--- src/rtl/perf_cache_counter.sv ---
// ---------------------------------------------------------------------------
// perf_cache_counter
//
// Collector for cache performance events. Every cycle a cache may present
// one event as an (id, access_type) pair. The block keeps one saturating
// counter per (id, access_type) pair plus a drop counter for events whose
// address falls outside the tracked range. A debug/host master reads the
// counters back through a valid/ready request/response port.
//
// Parameters:
//   NUM_IDS    number of tracked cache ids (ids 0..NUM_IDS-1), 1..254
//   NUM_TYPES  number of tracked access types (0..NUM_TYPES-1), 1..255
//   CNT_WIDTH  counter width in bits, 2..64
//
// Ports:
//   clk            in   single clock, all state on posedge
//   rst            in   synchronous active-high reset
//   valid          in   event strobe, at most one event per cycle
//   id             in   cache id of the event
//   access_type    in   access type of the event
//   clr            in   zero every counter, including the drop counter
//   rd_req_valid   in   read request valid
//   rd_req_ready   out  high while no response is pending
//   rd_req_id      in   id to read; 8'hFF selects the drop counter
//   rd_req_type    in   access type to read (ignored for the drop counter)
//   rd_req_clear   in   zero the addressed counter after reading it
//   rd_resp_valid  out  response valid
//   rd_resp_ready  in   response consumed when high with rd_resp_valid
//   rd_resp_data   out  counter value captured at request accept
//   rd_resp_hit    out  1 when the read address was in range or the drop
//                       counter; 0 means rd_resp_data is 0
// ---------------------------------------------------------------------------
module perf_cache_counter #(
    parameter int NUM_IDS   = 4,
    parameter int NUM_TYPES = 4,
    parameter int CNT_WIDTH = 32
) (
    input  logic                 clk,
    input  logic                 rst,
    input  logic                 valid,
    input  logic [7:0]           id,
    input  logic [7:0]           access_type,
    input  logic                 clr,
    input  logic                 rd_req_valid,
    output logic                 rd_req_ready,
    input  logic [7:0]           rd_req_id,
    input  logic [7:0]           rd_req_type,
    input  logic                 rd_req_clear,
    output logic                 rd_resp_valid,
    input  logic                 rd_resp_ready,
    output logic [CNT_WIDTH-1:0] rd_resp_data,
    output logic                 rd_resp_hit
);

    localparam int NUM_CNT = NUM_IDS * NUM_TYPES;

    localparam logic [7:0]           DROP_ID     = 8'hFF;
    localparam logic [7:0]           NUM_IDS_B   = 8'(NUM_IDS);
    localparam logic [7:0]           NUM_TYPES_B = 8'(NUM_TYPES);
    localparam logic [15:0]          NUM_TYPES_W = 16'(NUM_TYPES);
    localparam logic [CNT_WIDTH-1:0] CNT_MAX     = '1;
    localparam logic [CNT_WIDTH-1:0] CNT_ONE     = CNT_WIDTH'(1);

    typedef enum logic {
        ST_IDLE = 1'b0,
        ST_RESP = 1'b1
    } state_e;

    // -----------------------------------------------------------------------
    // State
    // -----------------------------------------------------------------------
    state_e                 state_q, state_d;
    logic [CNT_WIDTH-1:0]   cnt_q [NUM_CNT];
    logic [CNT_WIDTH-1:0]   cnt_d [NUM_CNT];
    logic [CNT_WIDTH-1:0]   drop_q, drop_d;
    logic [CNT_WIDTH-1:0]   resp_data_q, resp_data_d;
    logic                   resp_hit_q, resp_hit_d;

    // -----------------------------------------------------------------------
    // Event decode
    // -----------------------------------------------------------------------
    logic        ev_in_range;
    logic        ev_drop;
    logic [15:0] ev_idx;

    // 16 bits covers the largest flat index (253*255+254).
    assign ev_in_range = valid && (id < NUM_IDS_B) && (access_type < NUM_TYPES_B);
    assign ev_drop     = valid && !ev_in_range;
    assign ev_idx      = 16'(id) * NUM_TYPES_W + 16'(access_type);

    // -----------------------------------------------------------------------
    // Read decode
    // -----------------------------------------------------------------------
    logic                 rd_in_range;
    logic                 rd_is_drop;
    logic [15:0]          rd_idx;
    logic                 rd_accept;
    logic                 rd_clr_cnt;
    logic                 rd_clr_drop;
    logic [CNT_WIDTH-1:0] rd_val;

    // NUM_IDS never exceeds 254, so 8'hFF can never alias a tracked id.
    assign rd_in_range = (rd_req_id < NUM_IDS_B) && (rd_req_type < NUM_TYPES_B);
    assign rd_is_drop  = (rd_req_id == DROP_ID);
    assign rd_idx      = 16'(rd_req_id) * NUM_TYPES_W + 16'(rd_req_type);
    assign rd_accept   = (state_q == ST_IDLE) && rd_req_valid;
    // An out-of-range read clears nothing.
    assign rd_clr_cnt  = rd_accept && rd_req_clear && rd_in_range;
    assign rd_clr_drop = rd_accept && rd_req_clear && rd_is_drop;

    // Read mux works on the registered counters, so the value returned is
    // the snapshot before any increment landing on the same edge.
    always_comb begin
        // NOTE: every variable assigned in a combinational block gets a
        // default first; any path that skips an assignment infers a latch.
        rd_val = '0;
        if (rd_is_drop) begin
            rd_val = drop_q;
        end else if (rd_in_range) begin
            for (int i = 0; i < NUM_CNT; i++) begin
                if (rd_idx == 16'(i)) begin
                    rd_val = cnt_q[i];
                end
            end
        end
    end

    // -----------------------------------------------------------------------
    // Counter next state
    //
    // Order of effects at one edge: global clr wins outright and swallows a
    // same-cycle event. Otherwise a read-with-clear zeroes first and the
    // event increments afterwards, so clear+event on one counter leaves 1.
    // -----------------------------------------------------------------------
    always_comb begin
        for (int i = 0; i < NUM_CNT; i++) begin
            cnt_d[i] = cnt_q[i];
            if (clr) begin
                cnt_d[i] = '0;
            end else begin
                if (rd_clr_cnt && (rd_idx == 16'(i))) begin
                    cnt_d[i] = '0;
                end
                if (ev_in_range && (ev_idx == 16'(i)) && (cnt_d[i] != CNT_MAX)) begin
                    cnt_d[i] = cnt_d[i] + CNT_ONE;
                end
            end
        end
    end

    always_comb begin
        drop_d = drop_q;
        if (clr) begin
            drop_d = '0;
        end else begin
            if (rd_clr_drop) begin
                drop_d = '0;
            end
            if (ev_drop && (drop_d != CNT_MAX)) begin
                drop_d = drop_d + CNT_ONE;
            end
        end
    end

    always_ff @(posedge clk) begin
        // NOTE: sequential state is written with non-blocking assignments so
        // every register samples the pre-edge values of all the others.
        if (rst) begin
            // NOTE: the counter array is reset explicitly because a reset
            // must leave every total at zero; storage without that need
            // would be left unreset.
            for (int i = 0; i < NUM_CNT; i++) begin
                cnt_q[i] <= '0;
            end
            drop_q <= '0;
        end else begin
            for (int i = 0; i < NUM_CNT; i++) begin
                cnt_q[i] <= cnt_d[i];
            end
            drop_q <= drop_d;
        end
    end

    // -----------------------------------------------------------------------
    // Read FSM: state register
    // -----------------------------------------------------------------------
    always_ff @(posedge clk) begin
        if (rst) begin
            state_q <= ST_IDLE;
        end else begin
            state_q <= state_d;
        end
    end

    // Read FSM: next state. RESP always returns to IDLE before another
    // request can be taken, which caps throughput at one read per two cycles.
    always_comb begin
        state_d = state_q;
        unique case (state_q)
            ST_IDLE: if (rd_req_valid)  state_d = ST_RESP;
            ST_RESP: if (rd_resp_ready) state_d = ST_IDLE;
            default: state_d = ST_IDLE;
        endcase
    end

    // Read FSM: outputs, a pure function of state.
    always_comb begin
        rd_req_ready  = 1'b0;
        rd_resp_valid = 1'b0;
        unique case (state_q)
            ST_IDLE: rd_req_ready  = 1'b1;
            ST_RESP: rd_resp_valid = 1'b1;
            default: rd_req_ready  = 1'b0;
        endcase
    end

    // -----------------------------------------------------------------------
    // Response register: loaded only on accept, then held through RESP so
    // later events and clears cannot disturb the value in flight.
    // -----------------------------------------------------------------------
    always_comb begin
        resp_data_d = resp_data_q;
        resp_hit_d  = resp_hit_q;
        if (rd_accept) begin
            resp_data_d = rd_val;
            resp_hit_d  = rd_in_range || rd_is_drop;
        end
    end

    always_ff @(posedge clk) begin
        if (rst) begin
            resp_data_q <= '0;
            resp_hit_q  <= 1'b0;
        end else begin
            resp_data_q <= resp_data_d;
            resp_hit_q  <= resp_hit_d;
        end
    end

    assign rd_resp_data = resp_data_q;
    assign rd_resp_hit  = resp_hit_q;

endmodule
--- config.mk ---
export PLATFORM = sky130hd
export DESIGN_NAME = perf_cache_counter
export DESIGN_NICKNAME = d
export VERILOG_FILES = /design/src/rtl/perf_cache_counter.sv
export SDC_FILE = /design/constraint.sdc
export NUM_CORES = 2
export LEC_CHECK = 0
export ABC_AREA = 1
export ABC_CLOCK_PERIOD_IN_PS = 9300
export CAP_MARGIN = 20
export CORE_MARGIN = 5
export CORE_UTILIZATION = 63
export CTS_BUF_LIST = sky130_fd_sc_hd__clkbuf_8
export CTS_CLUSTER_DIAMETER = 30
export DETAILED_ROUTE_END_ITERATION = 6
export PLACE_DENSITY = 0.86
export SETUP_SLACK_MARGIN = 0.4
export SLEW_MARGIN = 20
export SYNTH_ARGS = -nofsm -noshare
export SYNTH_HDL_FRONTEND = slang
export SYNTH_SLANG_ARGS = --single-unit
--- constraint.sdc ---
create_clock -name clk -period 9.3 [get_ports clk]
set_input_delay 2.325 -clock clk [delete_from_list [all_inputs] [get_ports clk]]
set_output_delay 2.325 -clock clk [all_outputs]
set_load 0.02 [all_outputs]
==> flow_metrics.tcl <==
set metrics [dict create \
    grt_pass1_wl_um 261000 \
    cpPeakStageDelay_ns 0.69 \
    ctsHtreeMaxLevel 4 \
    rows 95 \
    dp_hpwl_um 129000 \
    gp_congestion 1.14 \
    fin_setup_tns_ns 0 \
    initial_utilization_pct 63.7 \
    pre_cts_slack_ns 1.34 \
    fmax_ghz 0.136 \
    finalPower_mw 6.55 \
    cp_max_fo 30 \
    startpoint_type "input port" \
    multi_input_area_mm2 0.0268 \
    worstPathRequired_ns 9.99 \
    finalClockSkew_ns 0.0516 \
    crit_path_end_kind "register" \
    rsz0062_at_grt "false" \
    final_cell_mix "nand2_1, nor2_1, inv_1" \
    yosys_warnings 0 \
    hold_buffers 0 \
    setup_viol 0 \
    cap_violations 0 \
    ys_types 49 \
    routed_wl_um 171000 \
    grt_usage_pct 44.3 \
    path_clk_slew_ns 0.05 \
    timing.final.crit_share_pct 79.0 \
    syn2layout_area_growth_pct 10.3 \
    clock_sinks 578 \
    fin_ws_ns 1.95 \
    violations "DRC" \
    drc 4 \
    vias 50400 \
    insertion_delay_ns 0.84 \
    ios 74 \
    avgSynthCellArea_um2 5.88 \
    grt_pass1_vias 45800 \
    worstSetupPathType "input port to register" \
    layout_commonest_cell "nand2_1" \
    die-area_mm2 0.0733 \
    clockBufferDepth 3 \
    postCtsSetupRepairBufs 0 \
    critical-path-top-delay-family "simple AND/OR/NAND/NOR gates" \
    p_per_area_mw_per_mm2 139 \
    min_period_ns 7.35 \
    grt_remaining_overflow 0 \
    drtIter0Drc 8054 \
    power.leakage_nw 16.6 \
    status "finished with violations" \
    avgRoutedWirePerCell_um 20.6 \
    slew_headroom_pct 13.8 \
    fp.coreArea_mm2 0.0673 \
    hp-class "register to register" \
    synth-main-ff-cell "dfxtp_1" \
    vias_per_cell 6.08 \
    slew_violations 0 \
    critPathArrivalTime_ns 8.04 \
    async_flop_share_pct 0 \
    grt_max_degree 157 \
    cts_made_buffers 152 \
    hold_viol_final 0 \
    crit_path_frequent_cell "nand2_1" \
    path_buf_inv 6 \
    syn-instance-count 7285 \
    portBuffers 73 \
    yosys_register_bits 578 \
    cts.repair.resized 0 \
    ant_nets 0 \
    fillers 6108 \
    drive_above_1_share_pct 5.95 \
    synth_nets 7355 \
    synth_edf_count 0 \
    ir_worst_vdd_mv 0.135 \
    die-height_um 271 \
    cts-root-buf "clkbuf_8" \
    die-width_um 271 \
    synth_area_mm2 0.0428 \
    seq_area_mm2 0.0116 \
    cts_tree "built" \
    antenna_found_initial 12 \
    slowest_stage "a21oi_4" \
    seq_area_frac_synth_pct 27.0 \
    finalNetCount 7364 \
    first_pass_iters 7 \
    worstMarginPinSlew_ns 1.28 \
]
[worst paths after layout]
check	from	endpoint	slack (ns)	cells after the start
hold reg to reg	drop_q[1]$_SDFF_PP0_	drop_q[1]$_SDFF_PP0_	0.49	2
setup / recovery	rd_req_type[2]	cnt_q[0][71]$_SDFF_PP0_	1.95	25
setup reg to reg	state_q$_SDFF_PP0_	cnt_q[0][130]$_SDFF_PP0_	4.45	22
hold / removal	drop_q[1]$_SDFF_PP0_	drop_q[1]$_SDFF_PP0_	0.49	2
[synthesized netlist by cell type (all sizes together), types with 3 or more instances]
library cell  number  share of area [%]
nand2           2187                 19
nor2            1147                 11
inv              851                7.5
a21oi            675                7.9
dfxtp            578                 27
nor3             358                4.3
xor2             312                6.4
nand3            255                3.1
nand4            215                3.2
buf              142                2.0
o21ai            126                1.5
clkbuf           117                1.0
xnor2            116                2.4
nor4              80                1.2
ha                29               0.85
nor3b             29               0.51
o21a              15               0.26
nand3b            10               0.18
o211ai             9               0.16
a21boi             5              0.088
and3               5              0.073
o22ai              5              0.073
a31oi              3              0.044
clkinv             3              0.026
o21bai             3              0.053
[final cells by class]
cell class	count	share of cell area, %
Clock buffer	173	5.04
Clock inverter	103	2.48
Sequential cell	578	24.5
Multi-Input combinational cell	5594	56.6
Tap cell	873	2.31
Timing Repair Buffer	114	2.25
Antenna cell	3	0.0159
Inverter	854	6.81
[report_power, final]
group | internal (mW) | switching, mW
Combinational | 0.0664 | 0.175
Sequential | 2.49 | 0.00893
Clock | 2.34 | 1.47
Total | 4.90 | 1.65
[metal layers]
layer | share of wire, % | up-vias | track usage (%)
met4 | 5.3 | 16 | 20.1
met5 | 0.064 | - | 0
met1 | 39 | 22900 | 60.8
li1 | - | 23300 | -
met3 | 15 | 667 | 13.8
met2 | 40 | 3641 | 63.8
[sequential cells by signal (all words and copies together) (netlist names)]
register	count
cnt_q	512
drop_q	32
rd_resp_data	32
rd_resp_hit	1
state_q	1
[cells by family after synthesis]
kind of cell | share of synthesized area, %
and+or+nand+nor | 42.6
buffers and inverters | 10.6
AOI/OAI and AO/OA | 10.2
DFF | 27.0
xor gates and xnor gates | 8.75
adders and majority gates | 0.940
[per-stage QoR]
stage | area [um2] | instances | utilization, % | hold WS (ns)
3_3_place_gp | 43700 | 8013 | 65.0 | 0.468
4_1_cts | 47300 | 8289 | 70.2 | 0.487
3_5_place_dp | 43700 | 8013 | 65.0 | 0.477
5_1_grt | 47300 | 8290 | 70.3 | 0.531
6_report | 47300 | 8292 | 70.3 | 0.490
2_1_floorplan | 42800 | 7285 | - | 0.456
[worst reg2reg max path: cells and delay by family (launching register included)]
kind / cells / cell delay, ns
buf+inv: 9 / 2.14
simple gates: 10 / 1.71
compound gates: 2 / 0.36
flops: 1 / 0.31
fa+ha+maj: 1 / 0.22
Note: power is estimated with default switching activity, not from simulation.
